## src/rtl/raster_pkg.sv

```systemverilog
// Shared types for the triangle command path: coordinates,
// vertices, triangles, sequencer states and the stable y-sort.
package raster_pkg;

  localparam int COORD_BITS = 9;

  typedef logic [COORD_BITS-1:0] coord_t;

  typedef struct packed {
    coord_t x;
    coord_t y;
  } vertex_t;

  typedef struct packed {
    vertex_t v1;
    vertex_t v2;
    vertex_t v3;
  } triangle_t;

  typedef enum logic [2:0] {
    S_IDLE,
    S_SORT,
    S_LAUNCH,
    S_WAIT,
    S_RETIRE
  } seq_state_t;

  // Three-stage bubble network; strict compares keep ties in
  // command order, which makes the sort stable.
  function automatic triangle_t sort_by_y(triangle_t t);
    vertex_t a;
    vertex_t b;
    vertex_t c;
    vertex_t tmp;
    triangle_t r;
    a = t.v1;
    b = t.v2;
    c = t.v3;
    if (a.y > b.y) begin
      tmp = a;
      a   = b;
      b   = tmp;
    end
    if (b.y > c.y) begin
      tmp = b;
      b   = c;
      c   = tmp;
    end
    if (a.y > b.y) begin
      tmp = a;
      a   = b;
      b   = tmp;
    end
    r.v1 = a;
    r.v2 = b;
    r.v3 = c;
    return r;
  endfunction

endpackage

```

## src/rtl/tri_cmd_fifo.sv

```systemverilog
// Command queue ahead of the sequencer: read/write pointers plus
// an occupancy count, no bypass from push to pop.
module tri_cmd_fifo
  import raster_pkg::*;
#(
  parameter int  DEPTH = 4,
  parameter type T     = triangle_t
) (
  input  logic clk,
  input  logic reset,
  input  logic push,
  input  logic pop,
  input  T     din,
  output T     dout,
  output logic full,
  output logic empty
);

  localparam int AW = $clog2(DEPTH);
  localparam logic [AW:0] FULL_CNT = (AW+1)'(DEPTH);

  T              mem_q [DEPTH];
  logic [AW-1:0] rd_q;
  logic [AW-1:0] wr_q;
  logic [AW:0]   cnt_q;
  logic          do_push;
  logic          do_pop;

  assign full    = (cnt_q == FULL_CNT);
  assign empty   = (cnt_q == '0);
  assign dout    = mem_q[rd_q];
  assign do_push = push && !full;
  assign do_pop  = pop && !empty;

  // Storage array; contents need no reset, the count guards reads.
  always_ff @(posedge clk) begin
    if (do_push) mem_q[wr_q] <= din;
  end

  // Pointers wrap naturally at DEPTH, a power of two.
  always_ff @(posedge clk) begin
    if (reset) begin
      rd_q  <= '0;
      wr_q  <= '0;
      cnt_q <= '0;
    end else begin
      if (do_push) wr_q <= wr_q + 1'b1;
      if (do_pop)  rd_q <= rd_q + 1'b1;
      unique case ({do_push, do_pop})
        2'b10:   cnt_q <= cnt_q + 1'b1;
        2'b01:   cnt_q <= cnt_q - 1'b1;
        default: cnt_q <= cnt_q;
      endcase
    end
  end

endmodule

```

## src/rtl/triangle_sequencer.sv

```systemverilog
// Queues triangle commands, y-sorts them, launches the shared
// filler and counts completed and dropped triangles.
module triangle_sequencer
  import raster_pkg::*;
#(
  parameter int QUEUE_DEPTH = 4,
  parameter int COORD_W     = COORD_BITS
) (
  input  logic               clk,
  input  logic               reset,
  input  logic               cmd_valid,
  output logic               cmd_ready,
  input  logic [COORD_W-1:0] cmd_x1,
  input  logic [COORD_W-1:0] cmd_y1,
  input  logic [COORD_W-1:0] cmd_x2,
  input  logic [COORD_W-1:0] cmd_y2,
  input  logic [COORD_W-1:0] cmd_x3,
  input  logic [COORD_W-1:0] cmd_y3,
  output logic [COORD_W-1:0] fill_x1,
  output logic [COORD_W-1:0] fill_y1,
  output logic [COORD_W-1:0] fill_x2,
  output logic [COORD_W-1:0] fill_y2,
  output logic [COORD_W-1:0] fill_x3,
  output logic [COORD_W-1:0] fill_y3,
  output logic               fill_start,
  input  logic               fill_done,
  output logic               busy,
  output logic [15:0]        tri_done_count,
  output logic [15:0]        tri_skip_count
);

  seq_state_t state_q, state_d;
  triangle_t  tri_q, tri_d;
  triangle_t  fill_q, fill_d;
  triangle_t  cmd_tri;
  triangle_t  head;
  triangle_t  sorted;
  logic       guard_q, guard_d;
  logic [15:0] done_q, done_d;
  logic [15:0] skip_q, skip_d;
  logic       full;
  logic       empty;
  logic       pop;
  logic       push;

  assign cmd_tri.v1.x = cmd_x1;
  assign cmd_tri.v1.y = cmd_y1;
  assign cmd_tri.v2.x = cmd_x2;
  assign cmd_tri.v2.y = cmd_y2;
  assign cmd_tri.v3.x = cmd_x3;
  assign cmd_tri.v3.y = cmd_y3;

  assign cmd_ready = !full && !reset;
  assign push      = cmd_valid && cmd_ready;

  tri_cmd_fifo #(
    .DEPTH (QUEUE_DEPTH),
    .T     (triangle_t)
  ) u_fifo (
    .clk   (clk),
    .reset (reset),
    .push  (push),
    .pop   (pop),
    .din   (cmd_tri),
    .dout  (head),
    .full  (full),
    .empty (empty)
  );

  assign sorted = sort_by_y(tri_q);

  assign fill_x1 = fill_q.v1.x;
  assign fill_y1 = fill_q.v1.y;
  assign fill_x2 = fill_q.v2.x;
  assign fill_y2 = fill_q.v2.y;
  assign fill_x3 = fill_q.v3.x;
  assign fill_y3 = fill_q.v3.y;

  assign fill_start     = (state_q == S_LAUNCH);
  assign busy           = !empty || (state_q != S_IDLE);
  assign tri_done_count = done_q;
  assign tri_skip_count = skip_q;

  // Sequencer state, latched command, filler operands and counters.
  always_ff @(posedge clk) begin
    if (reset) begin
      state_q <= S_IDLE;
      tri_q   <= '0;
      fill_q  <= '0;
      guard_q <= 1'b0;
      done_q  <= '0;
      skip_q  <= '0;
    end else begin
      state_q <= state_d;
      tri_q   <= tri_d;
      fill_q  <= fill_d;
      guard_q <= guard_d;
      done_q  <= done_d;
      skip_q  <= skip_d;
    end
  end

  // Next state: pop, sort or drop, launch, guarded wait, retire.
  always_comb begin
    state_d = state_q;
    tri_d   = tri_q;
    fill_d  = fill_q;
    guard_d = guard_q;
    done_d  = done_q;
    skip_d  = skip_q;
    pop     = 1'b0;
    unique case (state_q)
      S_IDLE: begin
        if (!empty) begin
          pop     = 1'b1;
          tri_d   = head;
          state_d = S_SORT;
        end
      end
      S_SORT: begin
        if (sorted.v1.y == sorted.v3.y) begin
          skip_d  = skip_q + 16'd1;
          state_d = S_IDLE;
        end else begin
          fill_d  = sorted;
          state_d = S_LAUNCH;
        end
      end
      S_LAUNCH: begin
        guard_d = 1'b1;
        state_d = S_WAIT;
      end
      S_WAIT: begin
        // fill_done may still be high from the previous triangle.
        if (guard_q) begin
          guard_d = 1'b0;
        end else if (fill_done) begin
          state_d = S_RETIRE;
        end
      end
      S_RETIRE: begin
        done_d  = done_q + 16'd1;
        state_d = S_IDLE;
      end
      default: state_d = S_IDLE;
    endcase
  end

endmodule

```

## config.mk

```make
export PLATFORM = sky130hd
export DESIGN_NAME = triangle_sequencer
export DESIGN_NICKNAME = d
export VERILOG_FILES = /design/src/rtl/raster_pkg.sv /design/src/rtl/tri_cmd_fifo.sv /design/src/rtl/triangle_sequencer.sv
export SDC_FILE = /design/constraint.sdc
export NUM_CORES = 1
export LEC_CHECK = 0
export BUFFER_PORTS_ARGS = -buffer_cell sky130_fd_sc_hd__buf_2
export CAP_MARGIN = 20
export CORE_MARGIN = 5
export CORE_UTILIZATION = 59
export CTS_CLUSTER_SIZE = 20
export DETAILED_ROUTE_END_ITERATION = 10
export PLACE_DENSITY_LB_ADDON = 0.08
export SLEW_MARGIN = 0
export SYNTH_ARGS = -nofsm -noshare
export SYNTH_HDL_FRONTEND = slang
export SYNTH_SLANG_ARGS = --single-unit
```

## constraint.sdc

```tcl
create_clock -name clk -period 9.94 [get_ports clk]
set_input_delay 0.497 -clock clk [delete_from_list [all_inputs] [get_ports clk]]
set_output_delay 0.497 -clock clk [all_outputs]
set_load 0.01 [all_outputs]
```

# Yosys cells after proc, flatten, opt, wreduce, memory -nomap -nowiden
# Memories as Yosys holds them, arrays and structs flattened. A register that Yosys moved wholly into a read port is not among the register bits.
# Index checks and enable logic that the tools add are counted.
[totals]
regBits = 97
elab_cells = 70
n_memories = 1
out_inout_bits = 89
ram_bits = 216
input_bits = 58
[classes]
reduce_logical = 17
order_cmp = 3
n_bitwise = 2
addsub = 6
mux = 17
eq_ne = 11
[mem_list]
columns = ["memory", "depth", "word_bits", "rd", "rd_clocked_by_memory_dff", "wr", "line_no", "source"]
rows = [
  ["u_fifo.mem_q", 4, 54, 1, 1, 1, "tri_cmd_fifo.sv:22", "T mem_q [DEPTH];"],
]
[op_table]
columns = ["cell", "count"]
rows = [
  ["two-way mux 18 bit", 6],
  ["adder 16 x 1 -> 16 bit, second input constant", 2],
  ["greater-than comparator 9 bit", 3],
  ["one-hot mux 3 bit (4 select lines)", 1],
  ["== test 9 bit", 1],
  ["two-way mux 3 bit", 3],
  ["== test 3 x 2 -> 1 bit, second input constant", 2],
  ["== test 3 bit, second input constant", 2],
  ["zero test 3 bit", 2],
  ["!= test 2 bit, second input constant", 3],
  ["one-hot mux 3 bit (2 select lines)", 1],
  ["AND reduction 2 bit", 3],
  ["adder 2 x 1 -> 2 bit, second input constant", 2],
  ["logical AND 1 bit", 4],
  ["two-way mux 1 bit", 4],
  ["nonzero test 2 bit", 2],
  ["adder 3 x 1 -> 3 bit, second input constant", 1],
  ["== test 3 x 1 -> 1 bit, second input constant", 1],
  ["zero test 1 bit", 3],
  ["AND reduction 3 bit", 1],
  ["nonzero test 3 bit", 1],
  ["subtractor 3 x 1 -> 3 bit, second input constant", 1],
  ["== test 2 x 1 -> 1 bit, second input constant", 1],
  ["== test 2 bit, second input constant", 1],
  ["other kinds (4)", 5],
]

# Logic depth before layout (Yosys ltp)
# Gate-level depths: netlist of run 1.
[logic_depth]
depth_word = 9
mapped_depth = 36
mapped_depth_nobuf = 28

# Hierarchy
# Synthesis of run 1 repeated with hierarchy kept, for this count alone.
[unflattened]
hier_cells = 1431
area_unflattened_um2 = 16433.3
[modules_own_cells]
columns = ["module", "area_per_inst_um2", "instances", "seq_area_each_um2", "cells_per_inst"]
rows = [
  ["tri_cmd_fifo", 8334.2, 1, 6666.4, 336],
  ["triangle_sequencer", 8099.0, 1, 2882.8, 1095],
]

# Least setup slack after synthesis of run 1
# No wires, ideal clock.
[synth_timing]
kind = "flip-flop to flip-flop"
from = "register tri_q[26] (netlist bit)"
to = "register fill_q, in the netlist fill_y1[0]"
setup_slack_ps = 2624
stages_incl_launch_ff = 36
arrival_ps = 7188
setup_time_ps = 128
required_ps = 9812
cell_sequence = "dfxtp_1 -> inv_1 -> ha_1 -> a21oi_1 -> o21ai_2 -> or3_4 -> nand2_4 -> clkbuf_1 -> buf_1 -> nor2_1 -> a21oi_1 -> inv_1 -> ha_1 -> nand4_1 -> or3_1 -> o21ai_0 -> clkbuf_1 -> clkbuf_1 -> buf_1 -> mux2i_1 -> ha_1 -> nand2b_1 -> a211oi_1 -> and4bb_2 -> nor2_2 -> buf_2 -> a211oi_1 -> nor2_1 -> a31oi_1 -> or4_1 -> buf_2 -> o21ai_4 -> buf_6 -> buf_8 -> mux2i_1 -> nor2_1"
[synth_via]
elab_chain_cells = 9
word_cells_on_any_way = 11
classes_between = "order compare (3); eq/ne (1); mux (5); bitwise (1); reduce/logical (1)"
[synth_rtl]
columns = ["element", "line_no", "source"]
rows = [
  ["from (decl)", "triangle_sequencer.sv:33", "triangle_t tri_q, tri_d;"],
  ["from (signal assigned)", "triangle_sequencer.sv:95", "tri_q <= tri_d;"],
  ["greater-than comparator 9 bit", "raster_pkg.sv:39", "if (a.y > b.y) begin"],
  ["two-way mux 18 bit", "raster_pkg.sv:39", ""],
  ["greater-than comparator 9 bit", "raster_pkg.sv:44", "if (b.y > c.y) begin"],
  ["two-way mux 18 bit", "raster_pkg.sv:44", ""],
  ["greater-than comparator 9 bit", "raster_pkg.sv:49", "if (a.y > b.y) begin"],
  ["two-way mux 18 bit", "raster_pkg.sv:49", ""],
  ["== test 9 bit", "triangle_sequencer.sv:121", "if (sorted.v1.y == sorted.v3.y) begin"],
  ["NOT 1 bit (no source line)", "--", ""],
  ["AND reduction 2 bit (no source line)", "--", ""],
  ["to (signal assigned)", "triangle_sequencer.sv:96", "fill_q <= fill_d;"],
  ["to (decl)", "triangle_sequencer.sv:34", "triangle_t fill_q, fill_d;"],
]
# Parallel ways exist; a longest one is shown, timed or not.
# A chain may end at the register's enable or synchronous reset.

# Worst setup path after layout of run 1
[layout_timing]
from = "register tri_q[20] (netlist bit)"
to = "register fill_q, in the netlist fill_x1[8]"
# The elaborated chain is that of the path after synthesis.

==> run_results.csv, run 1 <==
group,metric,value,unit
clocking,clk_pin_slew,0.06,ns
timing,maxSlewHeadroom,28.8,%
timing,skew,0.0191,ns
grt,antenna_found_initial,3,
worst_setup_path,crit_start,"tri_q[20]$_SDFFE_PP0P_",
detailed_routing,route.detailed.drc,0,
clocking,cts.repair.resized,0,
yosys,synth_ff_type,"edfxtp_1",
worst_setup_path,cp-start-kind,"flop",
yosys,yosysTopAreaCell,"edfxtp_1",
timing,period_share,89.6,%
status,status,"complete, no violations",
worst_setup_path,cp_slowest_cell,"nor2_2",
yosys,syn-num-nets,1474,
timing,rsz0062_at_grt,"false",
cells_and_area,final_cell_mix,"nand2_1, edfxtp_1, dfxtp_1",
detailed_routing,first_iter_violations,1014,
grt,grt_first_pass_wirelength,59.0,mm
yosys,synth-seq-cells,367,
grt,grt_pass1_vias,10498,
grt,grt_overflow,0,
clocking,cts_tree,"done",
cells_and_area,final_cells,1864,
detailed_routing,drt-vias-per-instance,5.94,
worst_hold_path,hold_start,"cmd_y1[6]",
yosys,yosysWarnings,0,
clocking,hold_buffers,0,
placement,place_hpwl,24.3,mm
timing,hold_viol_final,0,
timing,drv_slew,0,
placement,port_buffers,146,
run,cap_violations,0,
timing,fmax,112,MHz
floorplan,ios,147,
worst_setup_path,path_class,"reg2reg",
detailed_routing,firstDrtPassIters,5,
worst_setup_path,cp-end-kind,"flop",
detailed_routing,wirelength,37.1,mm
floorplan,die_area,0.0307,mm2
yosys,async_flop_share,0,%
timing,fin_crit,8.90,ns
yosys,yosys-top-cells-area,"edfxtp_1, dfxtp_1, mux4_2",
clocking,cts_buffers,39,
cells_and_area,syn_to_final_growth,13.2,%
yosys,synth_cell_types,76,
clocking,cts_sinks,367,
worst_setup_path,rr_worst_depth,28,
yosys,yosys.area.top_type_share,40.3,%
worst_setup_path,r2r_start,"tri_q[20]$_SDFFE_PP0P_",
floorplan,core,0.0269,mm2
yosys,syn_area_per_cell,11.7,um2
timing,tightest_slew,1.07,ns
placement,gp_congestion,0.944,
floorplan,start_util,59.9,%
detailed_routing,wl_per_cell,19.9,um
yosys,yosysSeqAreaShare,59.1,%
clocking,cts_max_level,2,
yosys,synth-edff-count,216,
timing,tns,0,ns
worst_setup_path,crit_path_max_incr_delay,0.75,ns
clocking,insertion_delay,0.53,ns
cells_and_area,fillers,2026,
cells_and_area,mostFrequentLayoutCell,"nand2_1",
worst_hold_path,hold_path.class,"in2reg",
cells_and_area,diodes,0,
cells_and_area,nets,1586,
worst_hold_path,hold_depth,1,
cells_and_area,drive_gt1_share,19.9,%
placement,post-place-cells,1793,
detailed_routing,vias,11076,
detailed_routing,antenna_left,0,
grt,track_usage,24.0,%
yosys,synth_area,0.0161,mm2
cells_and_area,fin_util,67.8,%
clocking,cts_buffer_depth,3,
grt,grt_max_degree,103,
worst_setup_path,crit_fanout,55,
timing,setup_viol,0,
floorplan,num_rows,60,
worst_setup_path,cp.arrival,9.25,ns
worst_setup_path,worstPathRequired,10.29,ns
floorplan,dieHeight,175,um
floorplan,die_w,175,um
clocking,cts_setup_buffers,0,
clocking,ctsRootBufferMaster,"clkbuf_16",
yosys,synthCells,1381,
## metal layers
metal / track usage, % / routed length (um)
met1: 35.4 / 16900
met2: 36.6 / 16600
met3: 4.72 / 2650
met4: 6.61 / 949
met5: 0 / 34
## through the flow
step	hold WS, ns	worst slack, ns	cell area (um2)
finish	0.184	1.04	18200
global route	0.165	0.351	18200
CTS	0.161	1.14	18200
detailed placement	0.446	1.21	17000
global placement	0.437	1.47	17000
floorplan	0.452	2.62	16100
## cells in the mapped netlist, drive strengths merged, types with 4 or more instances
| library cell | n |
|---|---|
| nand2 | 220 |
| edfxtp | 216 |
| dfxtp | 151 |
| a21oi | 141 |
| nor2 | 112 |
| clkbuf | 57 |
| inv | 55 |
| mux4 | 54 |
| o21ai | 37 |
| ha | 34 |
| buf | 28 |
| xnor2 | 26 |
| or3 | 25 |
| mux2i | 24 |
| o22ai | 24 |
| nor3 | 19 |
| xor2 | 15 |
| nand4 | 14 |
| and3 | 13 |
| nand3 | 12 |
| a211o | 10 |
| a311o | 9 |
| nand2b | 9 |
| a211oi | 6 |
| a31o | 6 |
| a31oi | 5 |
| mux2 | 5 |
| nor4 | 5 |
| nand3b | 4 |
## worst max-delay path: cells and delay by family (launching register included)
kind | cells | cell delay, ns
compound gates | 10 | 2.60
fa+ha+maj | 3 | 0.83
buf+inv | 4 | 1.09
flops | 1 | 0.47
mux | 1 | 0.32
simple gates | 10 | 3.38
## final cells by class
class	count	area (um2)	share of cell area, %
multi-input combinational	874	6010	33.0
clock inverter	17	136	0.749
timing repair buffer	156	821	4.51
tap	341	427	2.34
clock buffer	54	1100	6.02
inverter	55	206	1.13
sequential	367	9520	52.2
## state kept, by name, summed over array words and instances (netlist names)
register        flops
fill_x3             9
tri_done_count     16
guard_q             1
fill_x1             9
state_q             3
tri_q              54
u_fifo.mem_q      216
fill_y3             9
tri_skip_count     16
u_fifo.wr_q         2
u_fifo.cnt_q        3
fill_y1             9
fill_x2             9
fill_y2             9
u_fifo.rd_q         2
## final timing paths
path,endpoint,slack (ns)
worst max-delay path,fill_x1[8]$_SDFFE_PP0P_,1.04
worst max register to register,fill_x1[8]$_SDFFE_PP0P_,1.04
worst min-delay path,u_fifo.mem_q[0][42]$_DFFE_PP_,0.18
worst min register to register,fill_x3[0]$_SDFFE_PP0P_,0.45
## logic make-up (layout without fill, tap and decap cells)
family,count (synthesis),count (layout),synth area share (%)
AO/OA/AOI/OAI,266,266,10.2
adder cells (fa/ha/maj),35,35,2.77
flip-flops,367,367,59.1
multiplexers,83,83,9.42
AND/OR/NAND/NOR,449,449,12.6
XOR/XNOR,41,41,2.23
buffers and inverters,140,282,3.71
Power of run 1 is not shown: default switching activity piles up to over one toggle a cycle in this logic, so the estimate is an artifact.
==> run 2: changes to the inputs <==
Settings changed: CORE_ASPECT_RATIO from default to 1.5.
==> run 2 against run 1 <==
  * Worst setup slack gained 0.22 ns
  * Global-route usage is 0.78 points lower
  * Critical path depth up 1
  * Flip-flop and latch count unchanged
  * Die area is 0.22% higher
  * Core utilization shrank 1.1 points
  * Register-to-register slack improved by 0.22 ns
  * Clock skew up 0.0034 ns
  * Design area down 0.69%
  * Sequential share of layout area increased by 0.36 points
  * Highest routed layer unchanged
==> run_results.csv, run 2 (synthesized netlist as in run 1, its figures left out) <==
group,metric,value,unit
placement,post-place-cells,1792,
worst_setup_path,cp-end-kind,"flop",
detailed_routing,firstDrtPassIters,5,
grt,antenna_found_initial,1,
worst_setup_path,worstPathRequired,10.30,ns
detailed_routing,wirelength,35.9,mm
detailed_routing,drt-vias-per-instance,5.86,
timing,tightest_slew,0.901,ns
clocking,cts_buffer_depth,3,
worst_setup_path,rrSetupSlack,1.26,ns
timing,fin_crit,8.68,ns
worst_setup_path,rr_worst_depth,29,
clocking,clk_pin_slew,0.06,ns
grt,track_usage,23.2,%
cells_and_area,final_cell_mix,"nand2_1, edfxtp_1, dfxtp_1",
timing,maxSlewHeadroom,39.9,%
cells_and_area,syn_to_final_growth,12.4,%
clocking,hold_buffers,0,
worst_setup_path,cp-start-kind,"flop",
timing,drv_slew,0,
detailed_routing,vias,10857,
cells_and_area,mostFrequentLayoutCell,"nand2_1",
worst_setup_path,crit_fanout,96,
worst_hold_path,hold_start,"cmd_y1[8]",
detailed_routing,antenna_left,0,
floorplan,die_area,0.0308,mm2
worst_setup_path,crit_start,"tri_q[22]$_SDFFE_PP0P_",
clocking,cts_max_level,2,
clocking,ctsRootBufferMaster,"clkbuf_16",
detailed_routing,first_iter_violations,712,
clocking,cts_buffers,35,
clocking,cts_setup_buffers,0,
worst_hold_path,hold_depth,1,
worst_setup_path,cp.arrival,9.04,ns
timing,skew,0.0225,ns
cells_and_area,diodes,0,
floorplan,die_w,145,um
timing,rsz0062_at_grt,"false",
grt,grt_max_degree,97,
grt,grt_first_pass_wirelength,55.8,mm
grt,grt_pass1_vias,10415,
clocking,insertion_delay,0.53,ns
grt,grt_overflow,0,
floorplan,core,0.0271,mm2
worst_setup_path,path_class,"reg2reg",
worst_setup_path,r2r_start,"tri_q[22]$_SDFFE_PP0P_",
timing,fmax,115,MHz
floorplan,dieHeight,212,um
worst_setup_path,crit_path_max_incr_delay,0.70,ns
clocking,cts_tree,"done",
worst_setup_path,reg2reg_to,"fill_y3[2]$_SDFFE_PP0P_",
clocking,cts_sinks,367,
cells_and_area,top_register,"u_fifo.mem_q",
cells_and_area,drive_gt1_share,19.7,%
timing,period_share,87.4,%
detailed_routing,route.detailed.drc,0,
placement,place_hpwl,24.3,mm
timing,setup_viol,0,
worst_setup_path,cp_slowest_cell,"or4_1",
cells_and_area,top_regs,"u_fifo.mem_q x216, tri_q x54",
run,cap_violations,0,
clocking,cts.repair.resized,0,
floorplan,start_util,59.3,%
placement,dp_slack,1.03,ns
cells_and_area,nets,1581,
timing,tns,0,ns
worst_hold_path,min_to,"u_fifo.mem_q[2][44]$_DFFE_PP_",
status,status,"complete, no violations",
placement,port_buffers,146,
timing,setup_slack,1.26,ns
worst_hold_path,hold_path.class,"in2reg",
cells_and_area,final_cells,1853,
floorplan,ios,147,
cells_and_area,largest_reg_flops,216,
timing,hold_viol_final,0,
placement,gp_congestion,0.931,
floorplan,num_rows,74,
detailed_routing,wl_per_cell,19.3,um
-- run 2: area by class of cell --
cell class	instances	area [um2]
Timing Repair Buffer	155	817
Clock buffer	41	930
Sequential cell	367	9520
Fill cell	2100	9040
Inverter	55	206
Tap cell	342	428
Multi-Input combinational cell	874	6020
Clock inverter	19	175
-- run 2: worst max-delay path, delay by kind of cell (launching register included) --
family / cells / cell delay [ns]
AO/OA/AOI/OAI: 11 / 2.85
adder cells (fa/ha/maj): 3 / 1.02
buffers and inverters: 5 / 0.97
flip-flops: 1 / 0.41
AND/OR/NAND/NOR: 10 / 3.19
-- run 2: stage by stage --
stage	util (%)	cell area, um2	hold slack, ns
after floorplan	-	16100	0.452
after global placement	62.6	17000	0.440
after detailed placement	62.6	17000	0.444
after CTS	66.6	18100	0.154
after global routing	66.7	18100	0.165
final	66.7	18100	0.175
-- run 2: worst max-delay path by stage --
stage | slack (ns) | end | cells past startpoint
floorplan | 2.62 | fill_y1[0]$_SDFFE_PP0P_ | 35
global placement | 1.21 | fill_y3[2]$_SDFFE_PP0P_ | 28
detailed placement | 1.03 | fill_y3[2]$_SDFFE_PP0P_ | 28
CTS | 0.99 | fill_x3[0]$_SDFFE_PP0P_ | 28
global route | 0.71 | fill_x3[0]$_SDFFE_PP0P_ | 29
finish | 1.26 | fill_y3[2]$_SDFFE_PP0P_ | 29
-- run 2: routing by layer --
layer	track usage (%)	part of all wire (%)
met3	3.94	5.7
met4	8.85	3.5
met5	0	0.031
met2	38.1	49
met1	30.9	41
Power of run 2 is left out for the same reason.
